## src/rtl/spi_xfer_arbiter_if.sv

```systemverilog
`default_nettype none
// ============================================================================
//  Module      : spi_xfer_arbiter_if
//  Description : Bundles the requester-side and SPI-engine-side signals of
//                the SPI transfer arbiter.
//                master : arbiter view (drives grants, launch, results)
//                slave  : environment view (requesters plus SPI engine)
//  Revision    : 1.0 - initial release
// ============================================================================
interface spi_xfer_arbiter_if #(
  parameter int NUM_REQ = 4,
  parameter int DATA_W  = 8
);

  // Mode and requester side
  logic                      mstr_i;
  logic                      spiswai_i;
  logic [NUM_REQ-1:0]        req_i;
  logic [NUM_REQ*DATA_W-1:0] tx_data_i;
  logic [NUM_REQ-1:0]        gnt_o;
  logic [NUM_REQ-1:0]        done_o;
  logic [DATA_W-1:0]         rx_data_o;
  logic                      busy_o;
  logic                      err_o;

  // SPI engine side
  logic                      send_data_o;
  logic [DATA_W-1:0]         tx_data_o;
  logic                      tip_i;
  logic                      receive_data_i;
  logic [DATA_W-1:0]         rx_data_i;

  // Arbiter side
  modport master (
    input  mstr_i, spiswai_i, req_i, tx_data_i,
    input  tip_i, receive_data_i, rx_data_i,
    output gnt_o, done_o, rx_data_o, busy_o, err_o,
    output send_data_o, tx_data_o
  );

  // Requesters and SPI engine side
  modport slave (
    output mstr_i, spiswai_i, req_i, tx_data_i,
    output tip_i, receive_data_i, rx_data_i,
    input  gnt_o, done_o, rx_data_o, busy_o, err_o,
    input  send_data_o, tx_data_o
  );

endinterface : spi_xfer_arbiter_if
`default_nettype wire

```

## src/rtl/spi_xfer_arbiter.sv

```systemverilog
`default_nettype none
// ============================================================================
//  Module      : spi_xfer_arbiter
//  Description : Round-robin arbiter/sequencer sharing one SPI master engine
//                among NUM_REQ requesters. Grants one requester, launches its
//                byte with send_data_o, waits for receive_data_i and returns
//                the received byte with a one-cycle done pulse.
//                Optional macro SPI_ARB_TIMEOUT_EN adds a WAIT_RX timeout
//                that completes the transfer with err_o after TIMEOUT_CYCLES.
//  Revision    : 1.0 - initial release
// ============================================================================
module spi_xfer_arbiter #(
  parameter int NUM_REQ        = 4,
  parameter int DATA_W         = 8,
  parameter int TIMEOUT_CYCLES = 4096
) (
  input wire                 PCLK,
  input wire                 PRESET_n,
  spi_xfer_arbiter_if.master bus
);

  localparam int IDX_W = (NUM_REQ > 1) ? $clog2(NUM_REQ) : 1;
  localparam logic [IDX_W-1:0] PTR_RESET = IDX_W'(NUM_REQ - 1);

  typedef enum logic [1:0] {
    ST_IDLE    = 2'd0,
    ST_LAUNCH  = 2'd1,
    ST_WAIT_RX = 2'd2,
    ST_DONE    = 2'd3
  } state_t;

  state_t             state, state_nxt;
  logic [IDX_W-1:0]   ptr, ptr_nxt;
  logic [IDX_W-1:0]   idx, idx_nxt;
  logic [NUM_REQ-1:0] gnt, gnt_nxt;
  logic [NUM_REQ-1:0] done, done_nxt;
  logic [DATA_W-1:0]  rx_q, rx_nxt;
  logic [DATA_W-1:0]  tx_q, tx_nxt;
  logic               send, send_nxt;
  logic               busy;

  // --------------------------------------------------------------------------
  // Round-robin winner selection. Requests strictly above the pointer win
  // first (lowest index among them); otherwise wrap to the lowest request.
  // --------------------------------------------------------------------------
  logic [NUM_REQ-1:0] above_ptr;
  logic [NUM_REQ-1:0] req_hi;
  logic [IDX_W-1:0]   win;
  logic               grant_ok;

  function automatic logic [IDX_W-1:0] lowest_set(input logic [NUM_REQ-1:0] v);
    logic [IDX_W-1:0] r;
    r = '0;
    for (int k = NUM_REQ - 1; k >= 0; k--) begin
      if (v[k]) r = IDX_W'(k);
    end
    return r;
  endfunction

  function automatic logic [NUM_REQ-1:0] onehot(input logic [IDX_W-1:0] i);
    logic [NUM_REQ-1:0] v;
    v    = '0;
    v[i] = 1'b1;
    return v;
  endfunction

  // Mask of requester positions that follow the pointer without wrapping
  always_comb begin
    above_ptr = '0;
    for (int k = 0; k < NUM_REQ; k++) begin
      above_ptr[k] = (k > int'(ptr));
    end
  end

  assign req_hi   = bus.req_i & above_ptr;
  assign win      = (|req_hi) ? lowest_set(req_hi) : lowest_set(bus.req_i);
  assign grant_ok = bus.mstr_i & ~bus.spiswai_i & ~bus.tip_i & (|bus.req_i);

  // --------------------------------------------------------------------------
  // Optional WAIT_RX timeout
  // --------------------------------------------------------------------------
`ifdef SPI_ARB_TIMEOUT_EN
  localparam int CNT_W = $clog2(TIMEOUT_CYCLES) + 1;
  localparam logic [CNT_W-1:0] TIMEOUT_LAST = CNT_W'(TIMEOUT_CYCLES - 1);

  logic [CNT_W-1:0] wait_cnt;
  logic             timeout_hit;
  logic             err, err_nxt;

  // Last WAIT_RX cycle of the allowed window: the count reaches
  // TIMEOUT_CYCLES at the edge that leaves WAIT_RX.
  assign timeout_hit = (wait_cnt == TIMEOUT_LAST);

  // Count WAIT_RX cycles; cleared while in LAUNCH so it starts at zero
  always_ff @(posedge PCLK or negedge PRESET_n) begin
    if (!PRESET_n) begin
      wait_cnt <= '0;
    end else if (state == ST_LAUNCH) begin
      wait_cnt <= '0;
    end else if (state == ST_WAIT_RX) begin
      wait_cnt <= wait_cnt + CNT_W'(1);
    end
  end

  // Registered timeout pulse
  always_ff @(posedge PCLK or negedge PRESET_n) begin
    if (!PRESET_n) begin
      err <= 1'b0;
    end else begin
      err <= err_nxt;
    end
  end

  assign bus.err_o = err;
`else
  assign bus.err_o = 1'b0;
`endif

  // --------------------------------------------------------------------------
  // FSM state register
  // --------------------------------------------------------------------------
  always_ff @(posedge PCLK or negedge PRESET_n) begin
    if (!PRESET_n) begin
      state <= ST_IDLE;
    end else begin
      state <= state_nxt;
    end
  end

  // --------------------------------------------------------------------------
  // Next-state and next-output logic; every output is registered below so
  // the values computed here appear one cycle later.
  // --------------------------------------------------------------------------
  always_comb begin
    state_nxt = state;
    ptr_nxt   = ptr;
    idx_nxt   = idx;
    gnt_nxt   = gnt;
    done_nxt  = '0;
    send_nxt  = 1'b0;
    rx_nxt    = rx_q;
    tx_nxt    = tx_q;
`ifdef SPI_ARB_TIMEOUT_EN
    err_nxt   = 1'b0;
`endif

    case (state)
      ST_IDLE: begin
        gnt_nxt = '0;
        if (grant_ok) begin
          state_nxt = ST_LAUNCH;
          idx_nxt   = win;
          gnt_nxt   = onehot(win);
          send_nxt  = 1'b1;
          tx_nxt    = bus.tx_data_i[int'(win)*DATA_W +: DATA_W];
        end
      end

      ST_LAUNCH: begin
        // Leaving master mode abandons the transfer without a done pulse
        if (!bus.mstr_i) begin
          state_nxt = ST_IDLE;
          gnt_nxt   = '0;
        end else begin
          state_nxt = ST_WAIT_RX;
        end
      end

      ST_WAIT_RX: begin
        if (!bus.mstr_i) begin
          state_nxt = ST_IDLE;
          gnt_nxt   = '0;
        end else if (bus.receive_data_i) begin
          state_nxt = ST_DONE;
          done_nxt  = onehot(idx);
          rx_nxt    = bus.rx_data_i;
        end
`ifdef SPI_ARB_TIMEOUT_EN
        else if (timeout_hit) begin
          // Completes with an error flag; the last received byte is kept
          state_nxt = ST_DONE;
          done_nxt  = onehot(idx);
          err_nxt   = 1'b1;
        end
`endif
      end

      ST_DONE: begin
        state_nxt = ST_IDLE;
        gnt_nxt   = '0;
        ptr_nxt   = idx;
      end

      default: begin
        state_nxt = ST_IDLE;
        gnt_nxt   = '0;
      end
    endcase
  end

  // --------------------------------------------------------------------------
  // Registered outputs and arbitration bookkeeping
  // --------------------------------------------------------------------------
  always_ff @(posedge PCLK or negedge PRESET_n) begin
    if (!PRESET_n) begin
      ptr  <= PTR_RESET;
      idx  <= '0;
      gnt  <= '0;
      done <= '0;
      send <= 1'b0;
      busy <= 1'b0;
      rx_q <= '0;
      tx_q <= '0;
    end else begin
      ptr  <= ptr_nxt;
      idx  <= idx_nxt;
      gnt  <= gnt_nxt;
      done <= done_nxt;
      send <= send_nxt;
      busy <= (state_nxt != ST_IDLE);
      rx_q <= rx_nxt;
      tx_q <= tx_nxt;
    end
  end

  assign bus.gnt_o       = gnt;
  assign bus.done_o      = done;
  assign bus.rx_data_o   = rx_q;
  assign bus.busy_o      = busy;
  assign bus.send_data_o = send;
  assign bus.tx_data_o   = tx_q;

endmodule : spi_xfer_arbiter
`default_nettype wire

```

## src/flat_wrapper.sv

```systemverilog
// flat-port wrapper written by rule: the top's interface ports become plain ports
module spi_xfer_arbiter_flat 
#(
  parameter int NUM_REQ        = 4,
  parameter int DATA_W         = 8,
  parameter int TIMEOUT_CYCLES = 4096
)
  (PCLK, PRESET_n, bus_mstr_i, bus_spiswai_i, bus_req_i, bus_tx_data_i, bus_tip_i, bus_receive_data_i, bus_rx_data_i, bus_gnt_o, bus_done_o, bus_rx_data_o, bus_busy_o, bus_err_o, bus_send_data_o, bus_tx_data_o);
  spi_xfer_arbiter_if #(.NUM_REQ(NUM_REQ), .DATA_W(DATA_W)) bus_i ();
  input wire PCLK;
  input wire PRESET_n;
  input wire logic [$bits(bus_i.mstr_i)-1:0] bus_mstr_i;
  input wire logic [$bits(bus_i.spiswai_i)-1:0] bus_spiswai_i;
  input wire logic [$bits(bus_i.req_i)-1:0] bus_req_i;
  input wire logic [$bits(bus_i.tx_data_i)-1:0] bus_tx_data_i;
  input wire logic [$bits(bus_i.tip_i)-1:0] bus_tip_i;
  input wire logic [$bits(bus_i.receive_data_i)-1:0] bus_receive_data_i;
  input wire logic [$bits(bus_i.rx_data_i)-1:0] bus_rx_data_i;
  output wire logic [$bits(bus_i.gnt_o)-1:0] bus_gnt_o;
  output wire logic [$bits(bus_i.done_o)-1:0] bus_done_o;
  output wire logic [$bits(bus_i.rx_data_o)-1:0] bus_rx_data_o;
  output wire logic [$bits(bus_i.busy_o)-1:0] bus_busy_o;
  output wire logic [$bits(bus_i.err_o)-1:0] bus_err_o;
  output wire logic [$bits(bus_i.send_data_o)-1:0] bus_send_data_o;
  output wire logic [$bits(bus_i.tx_data_o)-1:0] bus_tx_data_o;
  assign bus_i.mstr_i = bus_mstr_i;
  assign bus_i.spiswai_i = bus_spiswai_i;
  assign bus_i.req_i = bus_req_i;
  assign bus_i.tx_data_i = bus_tx_data_i;
  assign bus_i.tip_i = bus_tip_i;
  assign bus_i.receive_data_i = bus_receive_data_i;
  assign bus_i.rx_data_i = bus_rx_data_i;
  assign bus_gnt_o = bus_i.gnt_o;
  assign bus_done_o = bus_i.done_o;
  assign bus_rx_data_o = bus_i.rx_data_o;
  assign bus_busy_o = bus_i.busy_o;
  assign bus_err_o = bus_i.err_o;
  assign bus_send_data_o = bus_i.send_data_o;
  assign bus_tx_data_o = bus_i.tx_data_o;
  spi_xfer_arbiter #(.NUM_REQ(NUM_REQ), .DATA_W(DATA_W), .TIMEOUT_CYCLES(TIMEOUT_CYCLES)) u_core (.PCLK(PCLK), .PRESET_n(PRESET_n), .bus(bus_i));
endmodule
```

## config.mk

```make
export PLATFORM = sky130hd
export DESIGN_NAME = spi_xfer_arbiter_flat
export DESIGN_NICKNAME = d
export VERILOG_FILES = /design/src/rtl/spi_xfer_arbiter_if.sv /design/src/rtl/spi_xfer_arbiter.sv /design/src/flat_wrapper.sv
export SDC_FILE = /design/constraint.sdc
export NUM_CORES = 1
export LEC_CHECK = 0
export CAP_MARGIN = 15
export CORE_ASPECT_RATIO = 0.75
export CORE_MARGIN = 1
export CORE_UTILIZATION = 42
export CTS_BUF_LIST = sky130_fd_sc_hd__clkbuf_4
export CTS_CLUSTER_SIZE = 24
export DETAILED_ROUTE_END_ITERATION = 8
export GPL_TIMING_DRIVEN = 0
export HOLD_SLACK_MARGIN = 0.08
export PLACE_DENSITY = 0.82
export SLEW_MARGIN = 20
export SYNTH_ARGS = -nofsm -noshare
export SYNTH_HDL_FRONTEND = slang
export SYNTH_SLANG_ARGS = --single-unit
```

## constraint.sdc

```tcl
create_clock -name PCLK -period 2.53 [get_ports PCLK]
set_input_delay 0.506 -clock PCLK [delete_from_list [all_inputs] [get_ports PCLK]]
set_output_delay 0.506 -clock PCLK [all_outputs]
set_load 0.1 [all_outputs]
```

[Yosys cells after proc, flatten, opt, wreduce, memory -nomap -nowiden]
Index checks and enable logic that the tools add are counted.
Word-level totals
  output and inout port bits: 27
  register bits after elaboration: 32
  logic and storage cells: 62
  input port bits: 50
Cells by class
  multiplexer cells: 26
  eq/ne operators: 4
  shift-type cells: 1
  reduce and logical (&&, ||, !) cells: 9
  order comparisons: 7
  bitwise logic cells: 6
Operator list (number)
  $shiftx A32 B6 Y8: 1
  $mux W2: 13
  $mux W4: 5
  $pmux W4 S3: 1
  $pmux W2 S4: 1
  $reduce_or A4 Y1: 2
  $lt A2 B3 Y1 const B: 2
  $and A4 B4 Y4: 1
  $demux W1 S2: 2
  $eq A2 B2 Y1 const B: 2
  $ge A2 B1 Y1 const B: 2
  $gt A2 B2 Y1 const A: 2
  $mux W1: 4
  $and A1 B1 Y1: 3
  $reduce_and A3 Y1: 1
  $eq A2 B1 Y1 const B: 1
  $gt A1 B2 Y1 const A: 1
  $logic_and A1 B1 Y1: 2
  $logic_not A2 Y1: 1
  $ne A2 B2 Y1 const B: 1
  $not A1 Y1: 2
  $reduce_and A2 Y1: 1
  $reduce_bool A2 Y1: 1
  $reduce_or A2 Y1: 1

[Logic depth before layout (Yosys ltp)]
  depth in word-level cells: 13
  mapped depth: 8
  mapped depth without buffers: 8

[Worst setup path after synthesis]
No wires, ideal clock.
  kind: register to register
  start: register u_core.ptr[0]
  end: register u_core.tx_q[0], in the netlist u_core.bus.tx_data_o[0]
  data required time: 2.404 ns
  setup time: 0.126 ns
  period minus slack after synthesis: 1.944 ns
  stages on the path, launching flop included: 7
  arrival time: 1.818 ns
  slack: 0.586 ns
  path buffers: 1
  cells stage by stage: dfstp_2 > nand2b_1 > o21ai_1 > a211oi_1 > buf_2 > mux2_2 > a221o_1
Between the ends
  word-level cells in the longest chain between the ends: 8
  elaborated cells between the ends (all ways): 11
  those cells by class: order compare: 3; shift: 1; mux: 5; bitwise: 1; reduce/logical: 1
RTL lines
  start: declaration: line spi_xfer_arbiter.sv:33  | logic [IDX_W-1:0] ptr, ptr_nxt;
  start signal: assignment: line spi_xfer_arbiter.sv:215  | ptr <= ptr_nxt;
  $gt A2 B2 Y1: line spi_xfer_arbiter.sv:71  | above_ptr[k] = (k > int'(ptr));
  $and A4 B4 Y4 *: line spi_xfer_arbiter.sv:75  | assign req_hi = bus.req_i & above_ptr;
  $mux W2 (4 in series): line spi_xfer_arbiter.sv:55  | if (v[k]) r = IDX_W'(k);
  $mux W2 *: line spi_xfer_arbiter.sv:76  | assign win = (|req_hi) ? lowest_set(req_hi) : lowest_set(bus.req_i);
  $shiftx A32 B6 Y8 *: line spi_xfer_arbiter.sv:155  | tx_nxt = bus.tx_data_i[int'(win)*DATA_W +: DATA_W];
  end signal: assignment: line spi_xfer_arbiter.sv:222  | tx_q <= tx_nxt;
  end: declaration: line spi_xfer_arbiter.sv:38  | logic [DATA_W-1:0] tx_q, tx_nxt;
Mark *: on every way between the ends. The rest lies on a longest branch, timed or not.
A chain may end at the register's enable or synchronous reset.

[Final worst setup path]
  start: register u_core.tx_q[1], in the netlist u_core.bus.tx_data_o[1]
  end: output port bus_tx_data_o[1]
RTL lines
  end: declaration: line flat_wrapper.sv:25  | output wire logic [$bits(bus_i.tx_data_o)-1:0] bus_tx_data_o;
No word-level cell between the ends.

==> metrics list <==
- Crit start category: register
- RSZ-0062 raised after global routing: false
* Total routing usage reported by global routing: between 20 and 25%
* Die Height: 55.5 um
- The clock reaches the later pin of the worst-skew pair after 0.34 ns.
- CTS tree: yes
- In this run switching power makes up a little over half of total power.
- In this run, synthesis inferred 0 flip-flops with an integrated enable.
- Clock skew on the completed layout was measured at around 0.0083 ns.
- The number of max-slew violations in the final report is 0.
* CP required: just over 2 ns
- Largest stage delay on the critical path: about 1.2 ns
* Sum of buffers and inverters on the critical path: 1
- The number of nets in the synthesized netlist is 199.
- Relative to the synthesized area, the layout overhead comes to 55.6%.
* Max Fclk: about 0.42 GHz
* Final Hold Vio Count: 0
- Along the worst path, the maximum fanout reaches 2.
- Hold crit path type: input port to async pin
* H-Tree Level Count: 2
* Final standard cell area without fillers: around 2500 sq um
- Counting along the longest clock path gives a buffer depth of 2.
* Most common cell after layout, fill and taps aside: clkdlybuf4s50_1
- Cells along the critical path: clkdlybuf4s50_1
- The core region is ~3700 sq um.
* Relative max-transition margin: 33.3%
- Number of different library cells in the post-synthesis netlist: 38
* Fraction of final layout cells sized beyond drive strength 1: 13.2%
- Sequential share of power: a little over a quarter
- Internal portion of total power: 0.00146 W
- Fraction of registers with async set/reset: 100%
- Antenna violations before repair: 0
- Slew at the pin with the worst max-slew slack: about 1 ns
- WS Path Type: register to output port
* Starting density of the core: between 40% and 50%
- Post-synth top flop: dfrtp_1
- The via count of the first global-routing pass was around 1400.
* Pleak: 1.06 nW
- Final Critical Period: roughly 2.4 ns
* Antenna diodes: 0
- Post-route total power: around 0.0032 W
- Buffer count from post-CTS setup fixing: 0
- Sequential elements use 50.1% of the synthesized area.
- Final setup viols: 0
- Cell count after placement: 271
- During synthesis, Yosys emitted a total of 0 warnings.
- IR analysis of the VDD net gives a maximum drop of ~0.94 mV.
* Initial DRC Count: 89
- In this run, post-CTS hold repair placed 0 buffers.
- Net load switching power: 0.00173 W
- Summing every instance area after synthesis gives about 1600 sq um.
- Part of the power in the clock network: 12.4%
- # Max-Cap Violations: 0
- The tree is rooted in a clkbuf_4.
- Cells after synthesis: ~140
- Per report_power, the combinational group accounts for about three fifths of the total.
- First-pass detailed-route iteration total: 5
* Clock slew seen by the registers of the worst setup and hold paths: 0.10 ns
- Ratio of total power to cell area: 1280 nW/um^2
* Average vias per placed instance: ~5.2
- Wire length of the first global-routing pass: 6.75 mm
- The worst setup path is captured at an output port.
* Post-DP HPWL: just over 3 mm
- # rows: 19
* Maximum number of pins on one net before global-route repair: 33
- At the end of the flow, the number of nets in the layout was ~280.
- Total wire length after detailed routing: 4.19 mm
- Inserted Clock Buffers: 5
* Synthesis-stage register bit count: 32
* Mapped Avg Cell Area: 11.1 sq um
- The routed layout has approximately 1400 vias.
* Horizontal die dimension: 73.3 um
- Routed signal wires occupy layers up through met4.
- Routed met2 length: about 1.8 mm
- Largest delay contributor family on the critical path: buffers and inverters
- After detailed routing, the wire length on met1 is 2.01 mm.
* Post-route insts no fill: around 280
- Placed standard-cell area: between 2000 and 2500 sq um
- The count of nets left with antenna violations once routing finished came out at 0.
* Result of the run: complete, no violations
- Buffers placed on the I/O ports in this run total 75.
* Die area: roughly 4000 sq um
* DRC violation count after routing: 0
* Clock Sinks: 32
- For this run the aggregate overflow at the end of global routing stands at 0.
- Weighted congestion at the end of routability-driven global placement: 0.827
- Commonest non-fill, non-tap cells in the layout: clkdlybuf4s50_1 (74), dfrtp_1 (30), mux2_2 (12)
- The worst path uses a little over nine tenths of the clock period.
- Worst EP arrival: 1.90 ns
- Count of boundary I/O pins: between 70 and 80
- Total met3 wirelength after detailed routing: 253 um
- Crit-path slowest cell: clkdlybuf4s50_1
- The number of gates resized after CTS was 0.
- In the final routed layout, each cell accounts on average for about 15 um.
==> cells by family after synthesis <==
logic type                 Yosys count  synth area share [%]
AOI/OAI and AO/OA                   31                  14.7
and+or+nand+nor                     41                  14.4
muxes                               19                  12.8
adders and majority gates            5                  3.90
other                                1                 0.234
DFF                                 32                  50.1
buffers and inverters               15                  3.90
==> state kept, by name, summed over array words and instances, names as in the netlist <==
name / cells
u_core.bus.tx_data_o: 8
u_core.bus.done_o: 4
u_core.bus.send_data_o: 1
u_core.ptr: 2
u_core.state: 2
u_core.bus.gnt_o: 4
u_core.idx: 2
u_core.bus.busy_o: 1
u_core.bus.rx_data_o: 8
==> synthesized netlist by cell type, types with 2 or more instances <==
library cell	count	share of area (%)
o211ai_1	7	3.3
buf_1	2	0.47
o22ai_1	2	0.78
mux2_2	12	8.4
dfrtp_1	30	47
nand3_1	8	2.5
buf_2	2	0.62
a32oi_1	7	3.8
ha_1	5	3.9
nor2_1	5	1.2
a21oi_1	3	0.94
nand2_1	8	1.9
nand2b_1	4	1.6
nor3b_1	4	1.9
dfstp_2	2	3.3
and3_1	3	1.2
o31ai_1	4	1.9
clkbuf_1	3	0.70
mux2i_1	7	4.4
nor3_1	2	0.62
inv_1	6	1.4
a221o_1	2	1.2
==> final cells by class <==
type / count / area, sq um
fillers: 320 / 1170
well taps: 52 / 65.1
inverters: 7 / 26.3
plain buffers: 8 / 36.3
clock inverters: 3 / 42.5
clock buffers: 5 / 37.5
flip-flops and latches: 32 / 803
multi-input cells: 97 / 737
repair buffers: 75 / 746
==> power groups by stage <==
stage          combinational (W)  clock, W  sequential [W]
2_1_floorplan           0.000464         0         0.00183
4_1_cts                  0.00197  0.000406        0.000828
5_1_grt                  0.00205  0.000426        0.000855
3_3_place_gp             0.00195         0        0.000827
6_report                 0.00196  0.000396        0.000831
3_5_place_dp             0.00196         0        0.000835
==> stage by stage <==
stage	setup TNS (ns)	hold WS, ns	util (%)	setup WS, ns
2_1_floorplan	0	0.210	-	0.586
3_3_place_gp	-0.0434	0.467	66.1	-0.0300
3_5_place_dp	-0.210	0.472	65.9	-0.0584
4_1_cts	0	0.212	68.1	0.130
5_1_grt	0	0.237	68.1	0.0881
6_report	0	0.202	68.1	0.129
==> path summary, 6_finish.rpt <==
path | depth (start not counted) | endpoint | slack (ns) | start
min reg2reg | 2 | u_core.bus.gnt_o[1] | 0.50 | u_core.bus.gnt_o[1]
max reg2reg | 8 | u_core.bus.tx_data_o[6] | 0.29 | u_core.state[0]
max | 1 | bus_tx_data_o[1] | 0.13 | u_core.bus.tx_data_o[1]
min in group PCLK | 2 | u_core.bus.gnt_o[1] | 0.50 | u_core.bus.gnt_o[1]
max in group asynchronous | 1 | u_core.bus.rx_data_o[0] | 1.87 | PRESET_n
min | 1 | u_core.bus.tx_data_o[0] | 0.20 | PRESET_n
==> metal layers <==
layer,global-route usage [%],vias to the layer above
met5,0,-
met4,9.07,0
met3,7.48,10
met2,32.3,46
met1,30.5,687
li1,-,696
(Power assumes the default switching activity.)
